==> src/rtl/ytydla_cmac_pkg.sv <==
// Shared types and defaults for the CMAC accumulator slice.
// Data width comes from the global YTYDLA_DATA_LENGTH define (16 if none is provided).
`ifndef YTYDLA_DATA_LENGTH
`define YTYDLA_DATA_LENGTH 16
`endif

package ytydla_cmac_pkg;
   localparam int DATA_W    = `YTYDLA_DATA_LENGTH;
   localparam int ACC_W_DEF = 32;
   localparam int LEN_W_DEF = 8;

   typedef enum logic [1:0] {
      ST_IDLE = 2'd0,
      ST_ACC  = 2'd1,
      ST_OUT  = 2'd2
   } cmac_state_e;
endpackage

==> src/rtl/ytydla_cmac_sat.sv <==
// Clamps a wide two's-complement accumulator into the signed DATA_W result range.
module ytydla_cmac_sat
   import ytydla_cmac_pkg::*;
#(
   parameter int ACC_W = ACC_W_DEF
) (
   input  logic [ACC_W-1:0]  acc_in,
   output logic [DATA_W-1:0] sat_out,
   output logic              clip
);
   // The value fits iff every bit from the result sign bit upward agrees.
   logic [ACC_W-DATA_W:0] hi;
   logic                  fits;

   assign hi   = acc_in[ACC_W-1:DATA_W-1];
   assign fits = (&hi) | ~(|hi);

   always_comb begin
      clip    = ~fits;
      sat_out = acc_in[DATA_W-1:0];
      if (!fits)
         sat_out = acc_in[ACC_W-1] ? {1'b1, {(DATA_W-1){1'b0}}}
                                   : {1'b0, {(DATA_W-1){1'b1}}};
   end
endmodule

==> src/rtl/ytydla_cmac_acc.sv <==
// Dot-product accumulator: bias + cfg_len products, saturated result with valid/ready.
// Optional macro YTYDLA_CMAC_ACC_RELU_EN zeroes negative results before registering.
module ytydla_cmac_acc
   import ytydla_cmac_pkg::*;
#(
   parameter int ACC_W = ACC_W_DEF,
   parameter int LEN_W = LEN_W_DEF
) (
   input  logic                     clk,
   input  logic                     rst_n,
   input  logic                     start,
   input  logic [LEN_W-1:0]         cfg_len,
   input  logic signed [DATA_W-1:0] bias,
   input  logic                     prod_valid,
   input  logic signed [DATA_W-1:0] prod,
   output logic                     prod_ready,
   output logic                     res_valid,
   output logic signed [DATA_W-1:0] res_data,
   input  logic                     res_ready,
   output logic                     busy,
   output logic                     sat_flag
);
   cmac_state_e       state, state_nxt;
   logic [ACC_W-1:0]  acc, acc_nxt;
   logic [LEN_W-1:0]  cnt, cnt_nxt;
   logic [ACC_W-1:0]  bias_ext, prod_ext;
   logic [DATA_W-1:0] sat_val, res_val;
   logic              clip, load_res;

   assign bias_ext = {{(ACC_W-DATA_W){bias[DATA_W-1]}}, bias};
   assign prod_ext = {{(ACC_W-DATA_W){prod[DATA_W-1]}}, prod};

   always_comb begin
      state_nxt = state;
      acc_nxt   = acc;
      cnt_nxt   = cnt;
      case (state)
         ST_IDLE: if (start) begin
            acc_nxt   = bias_ext;
            cnt_nxt   = cfg_len;
            state_nxt = (cfg_len != '0) ? ST_ACC : ST_OUT;
         end
         ST_ACC: if (prod_valid) begin
            acc_nxt = acc + prod_ext;
            cnt_nxt = cnt - 1'b1;
            if (cnt == LEN_W'(1))
               state_nxt = ST_OUT;
         end
         ST_OUT: if (res_ready) state_nxt = ST_IDLE;
         default: state_nxt = ST_IDLE;
      endcase
   end

   // Saturate the value acc is about to take so the result registers on entry to OUT.
   ytydla_cmac_sat #(.ACC_W(ACC_W)) u_sat (
      .acc_in  (acc_nxt),
      .sat_out (sat_val),
      .clip    (clip)
   );

`ifdef YTYDLA_CMAC_ACC_RELU_EN
   assign res_val = sat_val[DATA_W-1] ? '0 : sat_val;
`else
   assign res_val = sat_val;
`endif

   assign load_res = (state_nxt == ST_OUT) && (state != ST_OUT);

   always_ff @(posedge clk) begin
      if (!rst_n) begin
         state    <= ST_IDLE;
         acc      <= '0;
         cnt      <= '0;
         res_data <= '0;
         sat_flag <= 1'b0;
      end else begin
         state <= state_nxt;
         acc   <= acc_nxt;
         cnt   <= cnt_nxt;
         if (load_res) begin
            res_data <= res_val;
            sat_flag <= clip;
         end
      end
   end

   assign prod_ready = (state == ST_ACC);
   assign res_valid  = (state == ST_OUT);
   assign busy       = (state != ST_IDLE);
endmodule

==> config.mk <==
export PLATFORM = sky130hd
export DESIGN_NAME = ytydla_cmac_acc
export DESIGN_NICKNAME = d
export VERILOG_FILES = /design/src/rtl/ytydla_cmac_pkg.sv /design/src/rtl/ytydla_cmac_sat.sv /design/src/rtl/ytydla_cmac_acc.sv
export SDC_FILE = /design/constraint.sdc
export NUM_CORES = 1
export LEC_CHECK = 0
export BUFFER_PORTS_ARGS = -buffer_cell sky130_fd_sc_hd__buf_2
export CAP_MARGIN = 20
export CORE_MARGIN = 2
export CORE_UTILIZATION = 59
export DETAILED_ROUTE_END_ITERATION = 6
export PLACE_DENSITY = 0.81
export SETUP_SLACK_MARGIN = 0.5
export SLEW_MARGIN = 20
export SYNTH_ARGS = -nofsm -noshare
export SYNTH_HDL_FRONTEND = slang
export SYNTH_SLANG_ARGS = --single-unit
==> constraint.sdc <==
create_clock -name clk -period 3.7 [get_ports clk]
set_input_delay 0.555 -clock clk [delete_from_list [all_inputs] [get_ports clk]]
set_output_delay 0.555 -clock clk [all_outputs]
set_load 0.02 [all_outputs]
==> impl_metrics.toml, run 1 <==
[cts]
clkTransAtPathRegs_ns = 0.06
clk_path_buf_depth = 2
clock-sinks = 59
clock-root-buffer = "clkbuf_8"
clk_latency_ns = 0.34
htreeDepth = 3
cts_tree = "done"
cts-buffers-inserted = 9

[floorplan]
rows = 33
start_util_pct = 60.4
die_x_um = 95.2
io_pins = 65
core_um2 = 8130
die_y_um = 95.2
dieArea_um2 = 9070

[timing]
min_period_over_period_pct = 89.4
tightestPinTransition_ns = 1.09
hold_viol = 0
holdWs_ns = 0.471
grt_setup_unrepaired = "true"
slew_viol_final = 0
slew_headroom_pct = 27.0
clock_skew_ns = 0.0101
fin_crit_ns = 3.31
setup_viol = 0
fmax_ghz = 0.302

[final_layout]
syn2layout_area_growth_pct = 30.4
n_antenna_cell = 0
nets = 813
drive_gt1_share_pct = 32.9
postLayoutCellArea_um2 = 6410

[route]
dr.max_layer_used = "met4"
drt_iter0_markers = 453
vias_per_cell = 6.84
wirelength_um = 17600
drt-met1-wl_um = 6940
wl_per_cell_um = 20.9
post-route-drc-count = 0
vias = 5767
drt_pass1_iterations = 6
ant_nets = 0
route.met3.wl_um = 1430
wl_met2_um = 8480

[synth]
yosysTopAreaCellShare_pct = 24.1
synth-edff-count = 0
synthCells = 636
synth-seq-area-share_pct = 24.1
post_synth.cell_area_avg_um2 = 7.72
synth_top_family_by_area = "compound AO/OA/AOI/OAI gates"
yosys_warnings = 0
synth_ff_type = "dfxtp_1"
syn_nets = 715
synth_most_common_cell = "nor2_1"
yosys.area_share.simple_pct = 24.7
synthAdderAreaFrac_pct = 8.82
synth_area_um2 = 4910
synth_xor_area_share_pct = 2.85
synthTopCellsByCount = "nor2_1, dfxtp_1, nand2_1, o21ai_0, a21oi_1"
synth_top_area_cell = "dfxtp_1"
yosys.cell_types.count = 83
synthArstFlopShare_pct = 0
synthTopCellsByArea = "dfxtp_1, ha_1, nor2_1, o21ai_0, a21oi_1"
synth-compound-area-share_pct = 33.3
ys_ff_latch = 59
muxShareOfSynthArea_pct = 1.68

[worst_setup_path]
startpoint_type = "register"
worstPathArrival_ns = 3.55
critPathKind = "reg2reg"
critPathMaxFanout = 8
end_kind = "register"
crit_required_ns = 3.94

[global_route]
grt_max_degree = 31
grt_pass1_wl_um = 26500
grt-ovfl-total = 0
grtUsageTotal_pct = 37.7
antenna_found_initial = 0
grt_pass1_vias = 5475

[min_path]
hp-class = "reg2reg"

[placement]
place_area_um2 = 5600
portBuffers = 64
place_hpwl_um = 12200
gp_congestion = 1.03

[power_and_ir_drop]
p_leak_nw = 2.58
finalPower_w = 0.00233
irDropWorstVdd_uv = 294
power.density_nw_per_um2 = 363

[job]
max_cap_viol_count = 0

[run_status]
outcome = "finished, final reports clean"
metrics by stage:
stage	worst slack (ns)	utilization [%]	TNS [ns]	cells
CTS	0.500	75.5	0	834
finish	0.394	78.8	0	843
global route	0.256	78.8	0	843
floorplan	0.412	-	0	636
detailed placement	-0.203	68.8	-3.05	817
global placement	-0.114	68.8	-1.66	817
cell usage in the layout (no fill, tap or decap), drive strengths merged, types with 4 or more instances in the layout:
cell / Yosys / routed
nand3: 14 / 14
buf: 15 / 121
a221oi: 6 / 6
nor4: 8 / 8
and2: 13 / 13
o21a: 5 / 5
o21ai: 56 / 56
a21oi: 49 / 49
a31oi: 8 / 8
nor2: 75 / 75
o2bb2ai: 7 / 7
ha: 33 / 33
nand4: 15 / 15
o31a: 5 / 5
xnor2: 10 / 10
nand2b: 16 / 16
a211oi: 12 / 12
dfxtp: 59 / 59
a22oi: 7 / 7
or3: 8 / 8
a221o: 4 / 4
nand2: 57 / 57
a222oi: 6 / 6
o21bai: 4 / 4
nor3: 14 / 14
a21o: 13 / 13
clkbuf: 20 / 14
o22ai: 11 / 11
xor2: 6 / 6
inv: 14 / 14
nor2b: 8 / 8
o211ai: 6 / 6
mux2i: 6 / 6
registers in the layout, summed over array words and instances, names as in the netlist:
register  cells
acc          32
res_data     16
cnt           8
state         2
sat_flag      1
path summary, 6_finish.rpt:
kind	startpoint	endpoint	slack (ns)	depth (start not counted)
max	acc[1]	res_data[5]	0.39	12
max reg2reg	acc[1]	res_data[5]	0.39	12
min reg2reg	cnt[1]	cnt[1]	0.47	2
min	cnt[1]	cnt[1]	0.47	2
routing by layer:
| layer | vias to the layer above | GRT usage, % |
|---|---|---|
| met2 | 354 | 63.0 |
| met3 | 68 | 6.01 |
| met5 | - | 0 |
| met1 | 2739 | 47.3 |
| li1 | 2606 | - |
| met4 | 0 | 18.2 |
power breakdown:
part / switching (W) / total [W] / leakage, nW / internal [W]
registers: 0.0000532 / 0.000739 / 0.486 / 0.000686
clock network: 0.000258 / 0.000551 / 0.0953 / 0.000292
logic: 0.000594 / 0.00104 / 2.00 / 0.000445
area by class of cell:
type	count	area (um2)
Multi-Input combinational cell	528	4050
Timing Repair Buffer	122	807
Fill cell	537	1730
Inverter	14	52.6
Sequential cell	59	1190
Clock inverter	2	10.0
Tap cell	105	131
Clock buffer	13	169
logic make-up after synthesis:
family          count (synthesis)
simple gates                  244
compound gates                226
flops                          59
buf+inv                        49
fa+ha+maj                      34
xor+xnor                       16
mux                             8
critical path, stage by stage (launching register included):
cell and delay (ns):
dfxtp_1 0.35, ha_1 0.36, a211oi_2 0.11, o21ai_2 0.30
nand2_2 0.11, o31a_1 0.34, o21ai_2 0.22, mux2i_1 0.26
nor2_2 0.10, or4_4 0.54, o31ai_4 0.20, buf_6 0.17
o2bb2ai_1 0.16
timing repair:
action / in CTS / in global routing
hold endpoints to repair: 0 / 0
setup buffers: 2 / 8
setup endpoints to repair: 17 / 16
resized for setup: 67 / 40
pin swaps: 17 / 26
hold buffers: 0 / 0
cloned: 0 / 1
(Power assumes the default switching activity.)
==> run 2, diff against run 1 <==
--- a/config.mk
+++ b/config.mk
@@ -11,6 +11,7 @@
 export CORE_UTILIZATION = 59
 export DETAILED_ROUTE_END_ITERATION = 6
 export PLACE_DENSITY = 0.81
+export REMOVE_ABC_BUFFERS = 1
 export SETUP_SLACK_MARGIN = 0.5
 export SLEW_MARGIN = 20
 export SYNTH_ARGS = -nofsm -noshare
==> run 2 against run 1 <==
Compared with the run above: via count up 5.0%; final area is 3.7% higher; worst hold slack gained 0.0047 ns; wire length up 4.5%; fmax down 1.3%; sequential share of layout area is 0.69 points lower; global-route usage rose by 1.4 points; utilization is 2.9 points higher; total power is 5.0% higher; combinational power increased by 5%; largest power group unchanged.
==> impl_metrics.toml, run 2 (synthesized netlist as in run 1, its figures left out) <==
[cts]
clk_path_buf_depth = 2
cts_tree = "done"
clock-root-buffer = "clkbuf_8"
clkTransAtPathRegs_ns = 0.06
clk_latency_ns = 0.34
clock-sinks = 59
htreeDepth = 3
cts-buffers-inserted = 9

[placement]
gp_congestion = 0.967
place_hpwl_um = 12300
post-place-ws_ns = -0.220
portBuffers = 64

[route]
post-route-drc-count = 0
vias = 6057
wl_per_cell_um = 20.8
drt_pass1_iterations = 6
drt_iter0_markers = 545
wirelength_um = 18400
ant_nets = 0
vias_per_cell = 6.86

[final_layout]
largestRegisters = "acc (32), res_data (16), cnt (8)"
final_util_pct = 81.6
layout.area.seq_um2 = 1190
syn2layout_area_growth_pct = 35.2
nets = 854
fill_cells = 507
layout_common_cells = "buf_4, nor2_1, buf_2, nand2_1, dfxtp_1"
n_antenna_cell = 0
multi_input_area_um2 = 3970
top_register = "acc"
drive_gt1_share_pct = 34.6
final_common_cell = "buf_4"
largest_register_ffs = 32

[timing]
slew_viol_final = 0
min_period_over_period_pct = 90.5
setup_viol = 0
tns_ns = 0
fin_ws_ns = 0.350
clock_skew_ns = 0.00972
grt_setup_unrepaired = "true"
fin_crit_ns = 3.35
fmax_ghz = 0.298
hold_viol = 0
tightestPinTransition_ns = 0.708
slew_headroom_pct = 52.6

[floorplan]
rows = 33
core_um2 = 8130
die_y_um = 95.2
io_pins = 65
die_x_um = 95.2
dieArea_um2 = 9070
start_util_pct = 60.4

[power_and_ir_drop]
irDropWorstVdd_uv = 314
power.density_nw_per_um2 = 368
p_leak_nw = 2.76

[global_route]
grt_max_degree = 31
grt.busiest_layer = "met2"
antenna_found_initial = 0
grt_pass1_vias = 5767
grt_use_met3_pct = 7.75
use_met2_pct = 67.3
grtUsageTotal_pct = 39.2
grt_pass1_wl_um = 27600
grt-ovfl-total = 0
grtUsageMet1_pct = 45.8

[min_path]
hp-class = "in2reg"

[worst_setup_path]
end_kind = "register"
startpoint_type = "register"
worstPathArrival_ns = 3.62
crit_required_ns = 3.97
critPathKind = "reg2reg"
critPathMaxFanout = 7

[job]
max_cap_viol_count = 0

[run_status]
outcome = "finished, final reports clean"
run 2: cell types whose count changed in the layout (fill, tap and decap cells not counted), sizes merged:
cell / change
buf: +42
bufinv: +2
clkbuf: -3
clkinv: -1
run 2: path summary, 6_finish.rpt:
path | to | slack, ns | start | cells after the start
worst max-delay path | res_data[4] | 0.35 | acc[15] | 11
worst min-delay path | state[1] | 0.48 | res_ready | 3
worst max register to register | res_data[4] | 0.35 | acc[15] | 11
worst min register to register | cnt[1] | 0.49 | cnt[1] | 2
run 2: final cells by class:
| type | count | area share [%] |
|---|---|---|
| Clock inverter | 3 | 0.980 |
| Inverter | 14 | 0.791 |
| Sequential cell | 59 | 17.9 |
| Multi-Input combinational cell | 528 | 59.7 |
| Tap cell | 105 | 1.98 |
| Timing Repair Buffer | 163 | 16.7 |
| Clock buffer | 11 | 1.98 |
run 2: report_power, final:
group | switching (W) | internal (W) | total, W | leakage (nW)
clock network | 0.000240 | 0.000371 | 0.000611 | 0.0992
logic | 0.000610 | 0.000484 | 0.00109 | 2.18
registers | 0.0000555 | 0.000686 | 0.000741 | 0.485
run 2: timing repair:
action / in CTS / in global routing
gates resized for setup: 74 / 23
hold buffers: 0 / 0
setup buffers: 15 / 6
pin swaps: 30 / 22
endpoints found under the setup margin: 16 / 18
run 2: through the flow:
stage / hold slack (ns) / std cells / total power [W] / area (um2)
after global routing: 0.503 / 883 / 0.00254 / 6640
after CTS: 0.468 / 876 / 0.00235 / 6440
final: 0.475 / 883 / 0.00245 / 6640
after floorplan: 0.445 / 601 / 0.00129 / 4740
after global placement: 0.461 / 847 / 0.00161 / 5780
after detailed placement: 0.475 / 847 / 0.00164 / 5780
run 2: worst max-delay path, cell delays in order, from the launching register on:
cell	delay, ns
dfxtp_1	0.35
ha_4	0.35
nand4_2	0.18
or3_4	0.46
o21ai_2	0.18
mux2_1	0.37
nor2_2	0.16
o2111ai_1	0.13
or4_4	0.48
o31ai_4	0.34
buf_6	0.17
o2bb2ai_1	0.11
run 2: layer usage:
layer  vias up  part of all wire (%)
met5         -                     0
met4         0                   5.6
met3       114                    10
met2       467                    48
met1      2798                    37
li1       2678                     -
